--- src/rtl/bm_ctrl_pkg.sv ---
// Shared types and helpers for the Box-Muller AWGN sequencer.
// Optional build macro used by this slice: BM_CTRL_DROP_CNT_EN (adds a dropped-pair counter).
package bm_ctrl_pkg;

  localparam int DW_DEF    = 16;
  localparam int CNT_W_DEF = 16;

  typedef enum logic [1:0] {
    IDLE  = 2'd0,
    SEED  = 2'd1,
    RUN   = 2'd2,
    DRAIN = 2'd3
  } state_t;

  // Pointer width for a FIFO of the given depth; never below 1 bit.
  function automatic int ptr_w(input int depth);
    return (depth < 2) ? 1 : $clog2(depth);
  endfunction

endpackage

--- src/rtl/bm_awgn_ctrl_if.sv ---
// Output sample stream of the AWGN sequencer.
// Handshake: a word transfers on a rising clk edge where out_valid && out_ready; out_data and
// out_last are held stable while out_valid is high and out_ready is low; out_valid does not depend on out_ready.
interface bm_awgn_ctrl_if #(
  parameter int DW = 16
) ();
  logic [DW-1:0] out_data;
  logic          out_valid;
  logic          out_ready;
  logic          out_last;

  modport master (
    output out_data,
    output out_valid,
    output out_last,
    input  out_ready
  );

  modport slave (
    input  out_data,
    input  out_valid,
    input  out_last,
    output out_ready
  );
endinterface

--- src/rtl/bm_ctrl_fifo.sv ---
// Synchronous FIFO: two words pushed per cycle, one popped; each entry carries a last tag.
// When empty, the read port shows the most recently popped word.
module bm_ctrl_fifo
  import bm_ctrl_pkg::*;
#(
  parameter int DW    = 16,
  parameter int DEPTH = 4,
  parameter int AW    = ptr_w(DEPTH)
) (
  input  logic          clk,
  input  logic          reset,
  input  logic          push,
  input  logic [DW-1:0] din0,
  input  logic [DW-1:0] din1,
  input  logic          last1,
  input  logic          pop,
  output logic [DW-1:0] dout,
  output logic          dout_last,
  output logic          empty,
  output logic [AW:0]   count
);

  localparam logic [AW-1:0] P_ONE = AW'(1);
  localparam logic [AW:0]   C_ONE = (AW+1)'(1);
  localparam logic [AW:0]   C_TWO = (AW+1)'(2);

  logic [DW:0]   mem [DEPTH];
  logic [AW-1:0] wr_ptr;
  logic [AW-1:0] rd_ptr;
  logic [AW-1:0] rd_idx;
  logic          do_pop;

  assign empty  = (count == '0);
  assign do_pop = pop && !empty;
  assign rd_idx = empty ? (rd_ptr - P_ONE) : rd_ptr;
  assign dout      = mem[rd_idx][DW-1:0];
  assign dout_last = mem[rd_idx][DW];

  always_ff @(posedge clk) begin
    if (reset) begin
      wr_ptr <= '0;
      rd_ptr <= '0;
      count  <= '0;
      for (int i = 0; i < DEPTH; i++) mem[i] <= '0;
    end else begin
      if (push) begin
        mem[wr_ptr]         <= {1'b0, din0};
        mem[wr_ptr + P_ONE] <= {last1, din1};
        wr_ptr              <= wr_ptr + AW'(2);
      end
      if (do_pop) rd_ptr <= rd_ptr + P_ONE;
      case ({push, do_pop})
        2'b10:   count <= count + C_TWO;
        2'b11:   count <= count + C_ONE;
        2'b01:   count <= count - C_ONE;
        default: count <= count;
      endcase
    end
  end

endmodule

--- src/rtl/bm_awgn_ctrl.sv ---
// Box-Muller AWGN sequencer: seed-load, run and drain phases; serialises (x0, x1) pairs
// into one stream. Optional macro BM_CTRL_DROP_CNT_EN adds the drop_cnt output.
module bm_awgn_ctrl
  import bm_ctrl_pkg::*;
#(
  parameter int DW          = DW_DEF,
  parameter int FIFO_DEPTH  = 4,
  parameter int SEED_CYCLES = 4,
  parameter int CNT_W       = CNT_W_DEF
) (
  input  logic             clk,
  input  logic             reset,
  input  logic             start,
  input  logic             stop,
  input  logic [31:0]      seed1,
  input  logic [31:0]      seed2,
  input  logic [CNT_W-1:0] num_pairs,
  output logic             bm_reset,
  output logic [31:0]      bm_seed1,
  output logic [31:0]      bm_seed2,
  input  logic             bm_v,
  input  logic [DW-1:0]    bm_x0,
  input  logic [DW-1:0]    bm_x1,
  bm_awgn_ctrl_if.master   out_if,
  output logic             busy,
  output logic             done,
  output logic             overflow,
  output state_t           state_dbg
`ifdef BM_CTRL_DROP_CNT_EN
  ,
  output logic [CNT_W-1:0] drop_cnt
`endif
);

  localparam int AW  = ptr_w(FIFO_DEPTH);
  localparam int SCW = ptr_w(SEED_CYCLES) + 1;
  localparam logic [AW:0]      ROOM_MAX = (AW+1)'(FIFO_DEPTH - 2);
  localparam logic [SCW-1:0]   SEED_END = SCW'(SEED_CYCLES - 1);
  localparam logic [CNT_W-1:0] CNT_ONE  = CNT_W'(1);

  state_t           state;
  logic [CNT_W-1:0] num_r;
  logic [CNT_W-1:0] pair_cnt;
  logic [SCW-1:0]   seed_cnt;
  logic [AW:0]      fifo_cnt;
  logic             fifo_empty;
  logic             room;
  logic             accept;
  logic             drop;
  logic             final_acc;

  // Free space is judged on occupancy before this cycle's pop.
  assign room      = (fifo_cnt <= ROOM_MAX);
  assign accept    = (state == RUN) && bm_v && room;
  assign drop      = (state == RUN) && bm_v && !room;
  assign final_acc = accept && (num_r != '0) && (pair_cnt == num_r - CNT_ONE);

  assign out_if.out_valid = !fifo_empty;
  assign state_dbg        = state;

  bm_ctrl_fifo #(
    .DW    (DW),
    .DEPTH (FIFO_DEPTH)
  ) u_fifo (
    .clk       (clk),
    .reset     (reset),
    .push      (accept),
    .din0      (bm_x0),
    .din1      (bm_x1),
    .last1     (final_acc),
    .pop       (out_if.out_valid && out_if.out_ready),
    .dout      (out_if.out_data),
    .dout_last (out_if.out_last),
    .empty     (fifo_empty),
    .count     (fifo_cnt)
  );

  always_ff @(posedge clk) begin
    if (reset) begin
      state    <= IDLE;
      bm_reset <= 1'b1;
      bm_seed1 <= '0;
      bm_seed2 <= '0;
      num_r    <= '0;
      pair_cnt <= '0;
      seed_cnt <= '0;
      busy     <= 1'b0;
      done     <= 1'b0;
      overflow <= 1'b0;
`ifdef BM_CTRL_DROP_CNT_EN
      drop_cnt <= '0;
`endif
    end else begin
      done <= 1'b0;
      case (state)
        IDLE: begin
          if (start) begin
            bm_seed1 <= seed1;
            bm_seed2 <= seed2;
            num_r    <= num_pairs;
            pair_cnt <= '0;
            seed_cnt <= '0;
            overflow <= 1'b0;
`ifdef BM_CTRL_DROP_CNT_EN
            drop_cnt <= '0;
`endif
            busy     <= 1'b1;
            state    <= SEED;
          end
        end
        SEED: begin
          if (seed_cnt == SEED_END) begin
            bm_reset <= 1'b0;
            state    <= RUN;
          end else begin
            seed_cnt <= seed_cnt + SCW'(1);
          end
        end
        RUN: begin
          if (accept && (pair_cnt != '1)) pair_cnt <= pair_cnt + CNT_ONE;
          if (drop) begin
            overflow <= 1'b1;
`ifdef BM_CTRL_DROP_CNT_EN
            if (drop_cnt != '1) drop_cnt <= drop_cnt + CNT_ONE;
`endif
          end
          // A final pair arriving with stop is still kept; both paths lead to DRAIN.
          if (final_acc || stop) begin
            bm_reset <= 1'b1;
            state    <= DRAIN;
          end
        end
        DRAIN: begin
          if (fifo_empty) begin
            done  <= 1'b1;
            busy  <= 1'b0;
            state <= IDLE;
          end
        end
        default: state <= IDLE;
      endcase
    end
  end

endmodule

--- src/flat_wrapper.sv ---
// flat-port wrapper written by rule: the top's interface ports become plain ports
module bm_awgn_ctrl_flat import bm_ctrl_pkg::*;
#(
  parameter int DW          = DW_DEF,
  parameter int FIFO_DEPTH  = 4,
  parameter int SEED_CYCLES = 4,
  parameter int CNT_W       = CNT_W_DEF
)
  (clk, reset, start, stop, seed1, seed2, num_pairs, bm_reset, bm_seed1, bm_seed2, bm_v, bm_x0, bm_x1, busy, done, overflow, state_dbg, out_if_out_data, out_if_out_valid, out_if_out_last, out_if_out_ready);
  bm_awgn_ctrl_if #(.DW(DW)) out_if_i ();
  input  logic clk;
  input  logic reset;
  input  logic start;
  input  logic stop;
  input  logic [31:0] seed1;
  input  logic [31:0] seed2;
  input  logic [CNT_W-1:0] num_pairs;
  output logic bm_reset;
  output logic [31:0] bm_seed1;
  output logic [31:0] bm_seed2;
  input  logic bm_v;
  input  logic [DW-1:0] bm_x0;
  input  logic [DW-1:0] bm_x1;
  output logic busy;
  output logic done;
  output logic overflow;
  output state_t state_dbg;
  output wire logic [$bits(out_if_i.out_data)-1:0] out_if_out_data;
  output wire logic [$bits(out_if_i.out_valid)-1:0] out_if_out_valid;
  output wire logic [$bits(out_if_i.out_last)-1:0] out_if_out_last;
  input wire logic [$bits(out_if_i.out_ready)-1:0] out_if_out_ready;
  assign out_if_out_data = out_if_i.out_data;
  assign out_if_out_valid = out_if_i.out_valid;
  assign out_if_out_last = out_if_i.out_last;
  assign out_if_i.out_ready = out_if_out_ready;
  bm_awgn_ctrl #(.DW(DW), .FIFO_DEPTH(FIFO_DEPTH), .SEED_CYCLES(SEED_CYCLES), .CNT_W(CNT_W)) u_core (.clk(clk), .reset(reset), .start(start), .stop(stop), .seed1(seed1), .seed2(seed2), .num_pairs(num_pairs), .bm_reset(bm_reset), .bm_seed1(bm_seed1), .bm_seed2(bm_seed2), .bm_v(bm_v), .bm_x0(bm_x0), .bm_x1(bm_x1), .out_if(out_if_i), .busy(busy), .done(done), .overflow(overflow), .state_dbg(state_dbg));
endmodule
--- config.mk ---
export PLATFORM = sky130hd
export DESIGN_NAME = bm_awgn_ctrl_flat
export DESIGN_NICKNAME = d
export VERILOG_FILES = /design/src/rtl/bm_ctrl_pkg.sv /design/src/rtl/bm_awgn_ctrl_if.sv /design/src/rtl/bm_ctrl_fifo.sv /design/src/rtl/bm_awgn_ctrl.sv /design/src/flat_wrapper.sv
export SDC_FILE = /design/constraint.sdc
export NUM_CORES = 1
export LEC_CHECK = 0
export BUFFER_PORTS_ARGS = -buffer_cell sky130_fd_sc_hd__buf_2
export CAP_MARGIN = 10
export CORE_MARGIN = 2
export CORE_UTILIZATION = 42
export DETAILED_ROUTE_END_ITERATION = 8
export PLACE_DENSITY = 0.65
export SYNTH_ARGS = -nofsm -noshare
export SYNTH_HDL_FRONTEND = slang
export SYNTH_SLANG_ARGS = --single-unit
--- constraint.sdc ---
create_clock -name clk -period 9.1 [get_ports clk]
set_input_delay 0.455 -clock clk [delete_from_list [all_inputs] [get_ports clk]]
set_output_delay 0.455 -clock clk [all_outputs]
set_load 0.005 [all_outputs]
=== After elaboration in Yosys (flattened, before gate mapping) ===
Memory sizes are Yosys's and may differ from the RTL's.
Index checks and enable logic that the tools add are counted.

* Input port bits: 118
* RAM bits: 68
* Register bits after elaboration: 112
* Output and inout bits: 88
* Word-level logic and storage cells: 105
* Memories kept: 1

{| class="wikitable"
|+ Memory list
! name !! words !! width !! read ports !! clocked after Yosys merged registers in !! write ports !! line !! RTL
|-
| u_core.u_fifo.mem || 4 || 17 || 1 || 0 || 4 || bm_ctrl_fifo.sv:27 || <nowiki>logic [DW:0] mem [DEPTH];</nowiki>
|}

* $lt $le $gt $ge: 1
* Bitwise operators: 1
* Reductions and logical operators: 29
* Mux-type cells: 34
* Equal/unequal tests: 16
* Add/subtract/negate cells: 10

{| class="wikitable"
|+ Operator list
! kind !! number
|-
| two-way mux 17 bit || 2
|-
| OR reduction 17 bit || 2
|-
| two-way mux 16 bit || 2
|-
| one-hot mux 16 bit (2 select lines) || 1
|-
| adder 16 x 1 -> 16 bit (second input constant) || 1
|-
| equality test 16 bit || 1
|-
| inequality test 16 bit (second input constant) || 1
|-
| nonzero test 16 bit || 1
|-
| subtractor 16 x 1 -> 16 bit (second input constant) || 1
|-
| AND reduction 3 bit || 5
|-
| two-way mux 1 bit || 14
|-
| two-way mux 2 bit || 7
|-
| one-hot mux 3 bit (3 select lines) || 1
|-
| equality test 2 bit (second input constant) || 4
|-
| logical AND 1 bit || 8
|-
| inequality test 2 bit (second input constant) || 4
|-
| one-hot mux 2 bit (4 select lines) || 1
|-
| nonzero test 2 bit || 4
|-
| adder 3 x 1 -> 3 bit (second input constant) || 2
|-
| two-way mux 3 bit || 2
|-
| inequality test 2 x 1 -> 1 bit (second input constant) || 3
|-
| one-hot mux 1 bit (2 select lines) || 3
|-
| one-hot mux 3 bit (2 select lines) || 1
|-
| adder 2 x 1 -> 2 bit (second input constant) || 2
|-
| 16 further kinds || 18
|}

=== Depth between registers and ports, before layout ===
* Depth after elaboration: 8
* Mapped depth: 11
* Depth with buffers taken out: 10

=== Hierarchy ===
A second synthesis with hierarchy kept.

* Cells, all modules: 921
* Area total of the unflattened synthesis: 8364.3 µm²

{| class="wikitable"
|+ Modules (own cells, without submodules)
! module !! times used !! seq. area each (µm²) !! area an instance (µm²) !! cells each
|-
| bm_awgn_ctrl || 1 || 2102.0 || 4705.8 || 599
|-
| bm_ctrl_fifo || 1 || 2102.0 || 3658.5 || 322
|}

=== Worst setup path after synthesis ===
OpenSTA, ideal clock, no wires.

* Kind: flip-flop to flip-flop
* Start point: reg u_core.num_r[9]
* End point: reg u_core.state[1] (netlist: u_core.state_dbg[1])
* Slack: 5.926 ns
* Data required time: 9.027 ns
* Path buffers: 3
* Setup time: 0.073 ns
* Clock period less this slack: 3.174 ns
* Data arrival time: 3.101 ns
* Stages on the path, launching flop included: 11
* Path through: dfxtp_1 -> buf_6 -> or4_1 -> buf_2 -> or4_4 -> a2111oi_2 -> o2111ai_1 -> or4_1 -> buf_2 -> or4b_4 -> o211ai_2

* Cells in the longest elaborated chain, start to end: 6
* Elaborated cells on any way between the ends: 8
* Classes of those cells: add/sub (1); eq/ne (2); reduce/logical (5)

{| class="wikitable"
|+ Ends and longest elaborated chain
! what !! line !! RTL
|-
| start: declaration || bm_awgn_ctrl.sv:42 || <nowiki>logic [CNT_W-1:0] num_r;</nowiki>
|-
| start signal: assignment || bm_awgn_ctrl.sv:100 || <nowiki>num_r <= num_pairs;</nowiki>
|-
| subtractor 16 x 1 -> 16 bit or nonzero test 16 bit (tied branches) || bm_awgn_ctrl.sv:56 || <nowiki>assign final_acc = accept && (num_r != '0) && (pair_cnt == num_r - CNT_ONE);</nowiki>
|-
| equality test 16 bit or logical AND 1 bit (tied branches) || bm_awgn_ctrl.sv:56 ||
|-
| logical AND 1 bit * || bm_awgn_ctrl.sv:56 ||
|-
| logical OR 1 bit * || bm_awgn_ctrl.sv:128 || <nowiki>if (final_acc || stop) begin</nowiki>
|-
| inequality test 2 bit (no source line) * || - ||
|-
| AND reduction 4 bit (no source line) * || - ||
|-
| end signal: assignment || bm_awgn_ctrl.sv:130 || <nowiki>state <= DRAIN;</nowiki>
|-
| end signal: assignment || bm_awgn_ctrl.sv:137 || <nowiki>state <= IDLE;</nowiki>
|-
| end signal: assignment || bm_awgn_ctrl.sv:140 || <nowiki>default: state <= IDLE;</nowiki>
|-
| end: declaration || bm_awgn_ctrl.sv:41 || <nowiki>state_t state;</nowiki>
|}

Mark *: on every way between the ends. The rest lies on a longest branch, timed or not.
A chain may end at the register's enable or synchronous reset.

=== Final worst setup path ===
* Start point: reg u_core.num_r[2]
* End point: reg u_core.state[1] (netlist: u_core.state_dbg[1])

The elaborated chain is that of the path after synthesis.

==> flow_summary.ini <==
[logic_synthesis]
ys_types = 58
ys_warn_count = 0
syn-num-nets = 926
synth-seq-area-share = 0.536
async_flop_share = 0
synth_top_flop_cell = dfxtp_1
synth-seq-cells = 177
synth_edf_count = 66
synth_cells = 797
syn_avg_cell_area_um2 = 9.84
syn_area_um2 = 7850

[die]
io_pins = 206
coreArea_um2 = 18100
die_area_um2 = 19800
initial_core_util = 0.432
die_w_um = 141
std_cell_rows = 49
die_y_um = 141

[cells_and_area]
final_nets = 1105
drive_gt1_frac = 0.287
synthToLayoutAreaGrowth_pct = 22.0
fin_cells = 1218
num_antenna_cells = 0
nFillCells = 1701

[run_status]
status = finished, final reports clean

[clock_tree]
clk_latency_ps = 430
cts_root_buf = clkbuf_16
h-tree-depth = 4
ctsResizeCount = 0
cts_tree = done
clkSlewWorstSetupHoldPaths_ps = 70
cts.path.max_buffers = 2
post_cts_buffers = 0
cts.sinks = 177
cts_buffers = 17
cts.hold.buffers_added = 0

[timing]
fin_setup_tns_ps = 0
fin_skew_ps = 13.1
fin_crit_ps = 3400
rsz0062_at_grt = no
min_period_over_period = 0.373
holdWs_ps = 256
slew_viol_final = 0
hold_violations = 0
tightestPinTransition_ps = 1040
setup_viol = 0
timing.final.ws_setup_ps = 5700
max-slew-margin-rel = 0.305
clock.fmax_ghz = 0.295

[pwr]
peakVddDrop_mv = 0.194
total_power_mw = 2.69
p_leak_nw = 4.10
p_per_area_nw_per_um2 = 281

[placed_design]
port_buffers = 205
dp_hpwl_um = 12700
place.gp.congestion = 0.830
placed_cells = 1186
dp_slack_ps = 5720

[setup_path]
path_class = flip-flop to flip-flop
cp_cell_sequence = nor4_1, nand3_1, mux2_2, o21a_1, or4_1, or4b_4, o211ai_2
crit_slowest_cell = nor4_1
r2r-start = u_core.num_r[2]
crit_end = u_core.state_dbg[1]
worst-path-max-fanout = 11
critPathCaptureType = flip-flop
cp_top_family = simple AND/OR/NAND/NOR gates
r2r-end = u_core.state_dbg[1]
rrSetupSlack_ps = 5700
worstPathRequired_ps = 9450
critPathMaxStageDelay_ps = 860
worstPathArrival_ps = 3740
critical_path_buf_inv_count = 0
critPathLaunchType = flip-flop
critPathLaunch = u_core.num_r[2]
cp.depth = 7
reg2reg_depth = 7

[detailed_routing]
topRoutingLayerUsed = met4
wl_met3_um = 1530
vias = 6151
drt-pass1-iter-count = 4
wl_met2_um = 8580
wl_um = 18800
drt_iter0_markers = 294
drc_errors = 0
wl_met1_um = 8380
ant_nets = 0
vias_per_cell = 5.05
wire_per_inst_um = 15.4

[global_routing]
grt_pass1_wl_um = 30500
grt_pass1_vias = 6010
grtUsageTotal = 0.193
antenna_found_initial = 0
overflow = 0
grt_max_degree = 97

[run]
maxCapViolations = 0

[worst_hold_path]
hp-class = primary input to flip-flop
==> routing by layer <==
| metal | track usage | vias up |
|---|---|---|
| li1 | - | 3098 |
| met1 | 0.250 | 2826 |
| met2 | 0.305 | 211 |
| met3 | 0.0690 | 16 |
| met4 | 0.0568 | 0 |
| met5 | 0 | - |
==> area by class of cell <==
type	instances	area, um2	share of cell area
well taps	229	287	0.0299
repair buffers	214	1100	0.115
clock inverters	10	75.1	0.00784
flip-flops and latches	177	4200	0.439
inverters	14	52.6	0.00549
clock buffers	22	474	0.0495
multi-input cells	552	3380	0.353
==> power breakdown <==
part / internal, mW / switching, mW / total, mW
clock network: 0.374 / 0.311 / 0.685
registers: 0.936 / 0.0732 / 1.01
logic: 0.464 / 0.533 / 0.997
==> how the worst min path moves through the flow <==
stage	from	end	slack, ps	depth (start not counted)
finish	num_pairs[7]	u_core.num_r[7]	260	3
global route	seed2[28]	u_core.bm_seed2[28]	240	3
CTS	seed2[12]	u_core.bm_seed2[12]	240	3
detailed placement	u_core.bm_seed1[6]	u_core.bm_seed1[6]	440	2
global placement	u_core.bm_seed2[26]	u_core.bm_seed2[26]	440	2
floorplan	u_core.seed_cnt[1]	u_core.seed_cnt[1]	450	2
==> tightest hold or removal path: cells and delay by family <==
kind	cells	cell delay [ps]
and+or+nand+nor	1	40
AOI/OAI and AO/OA	1	50
buffers and inverters	1	90
==> cells in the mapped netlist, types with 2 or more instances <==
| master | n | area (um2) |
|---|---|---|
| or3_1 | 2 | 12.5 |
| inv_1 | 14 | 52.6 |
| o2111ai_1 | 5 | 43.8 |
| xnor2_1 | 22 | 193 |
| nor3_1 | 11 | 55.1 |
| nor2_1 | 45 | 169 |
| nand2_1 | 178 | 668 |
| buf_6 | 2 | 22.5 |
| and3_1 | 2 | 12.5 |
| mux4_2 | 16 | 360 |
| nor2b_1 | 2 | 12.5 |
| o21ai_0 | 7 | 35.0 |
| o21bai_1 | 3 | 22.5 |
| ha_1 | 10 | 125 |
| and2_1 | 50 | 313 |
| mux2_2 | 3 | 33.8 |
| buf_2 | 4 | 20.0 |
| nand4_1 | 6 | 37.5 |
| or2_2 | 5 | 31.3 |
| nand3_1 | 9 | 45.0 |
| nor4_1 | 7 | 43.8 |
| clkbuf_1 | 46 | 173 |
| a21o_1 | 18 | 135 |
| a211oi_1 | 3 | 22.5 |
| xor2_1 | 15 | 131 |
| a31oi_1 | 6 | 37.5 |
| dfxtp_1 | 111 | 2220 |
| nor3b_1 | 4 | 30.0 |
| edfxtp_1 | 66 | 1980 |
| o31ai_1 | 3 | 22.5 |
| nand2b_1 | 3 | 18.8 |
| mux2i_1 | 4 | 40.0 |
| a21oi_1 | 87 | 435 |
| or4_1 | 4 | 30.0 |
==> placed cells by master, fill, tap and decap left out, types with 16 or more instances in the layout <==
cell / netlist / final
a21o_1: 18 / 18
a21oi_1: 87 / 87
and2_1: 50 / 49
buf_2: 4 / 204
clkbuf_16: 0 / 17
dfxtp_1: 111 / 111
edfxtp_1: 66 / 66
mux4_2: 16 / 16
nand2_1: 178 / 177
nor2_1: 45 / 44
xnor2_1: 22 / 21
==> stage by stage <==
step / cell area [um2] / utilization
after floorplan: 7850 / -
after global placement: 9020 / 0.497
after detailed placement: 9020 / 0.497
after CTS: 9570 / 0.527
after global routing: 9570 / 0.527
final: 9570 / 0.527
==> flip-flops by register name (all words and copies together) (netlist names), 2 cells and up <==
name                  count
u_core.bm_seed1          32
u_core.bm_seed2          32
u_core.num_r             16
u_core.pair_cnt          16
u_core.seed_cnt           3
u_core.state_dbg          2
u_core.u_fifo.count       3
u_core.u_fifo.mem        66
u_core.u_fifo.rd_ptr      2
==> logic make-up (layout without fill, tap and decap cells) <==
kind of cell,count (synthesis),count (layout),share of synthesized area
adders and majority gates,11,11,0.0185
AOI/OAI and AO/OA,142,142,0.109
xor gates and xnor gates,38,38,0.0447
buffers and inverters,68,260,0.0364
and+or+nand+nor,338,338,0.200
DFF,177,177,0.536
muxes,23,23,0.0553
(Power assumes the default switching activity.)
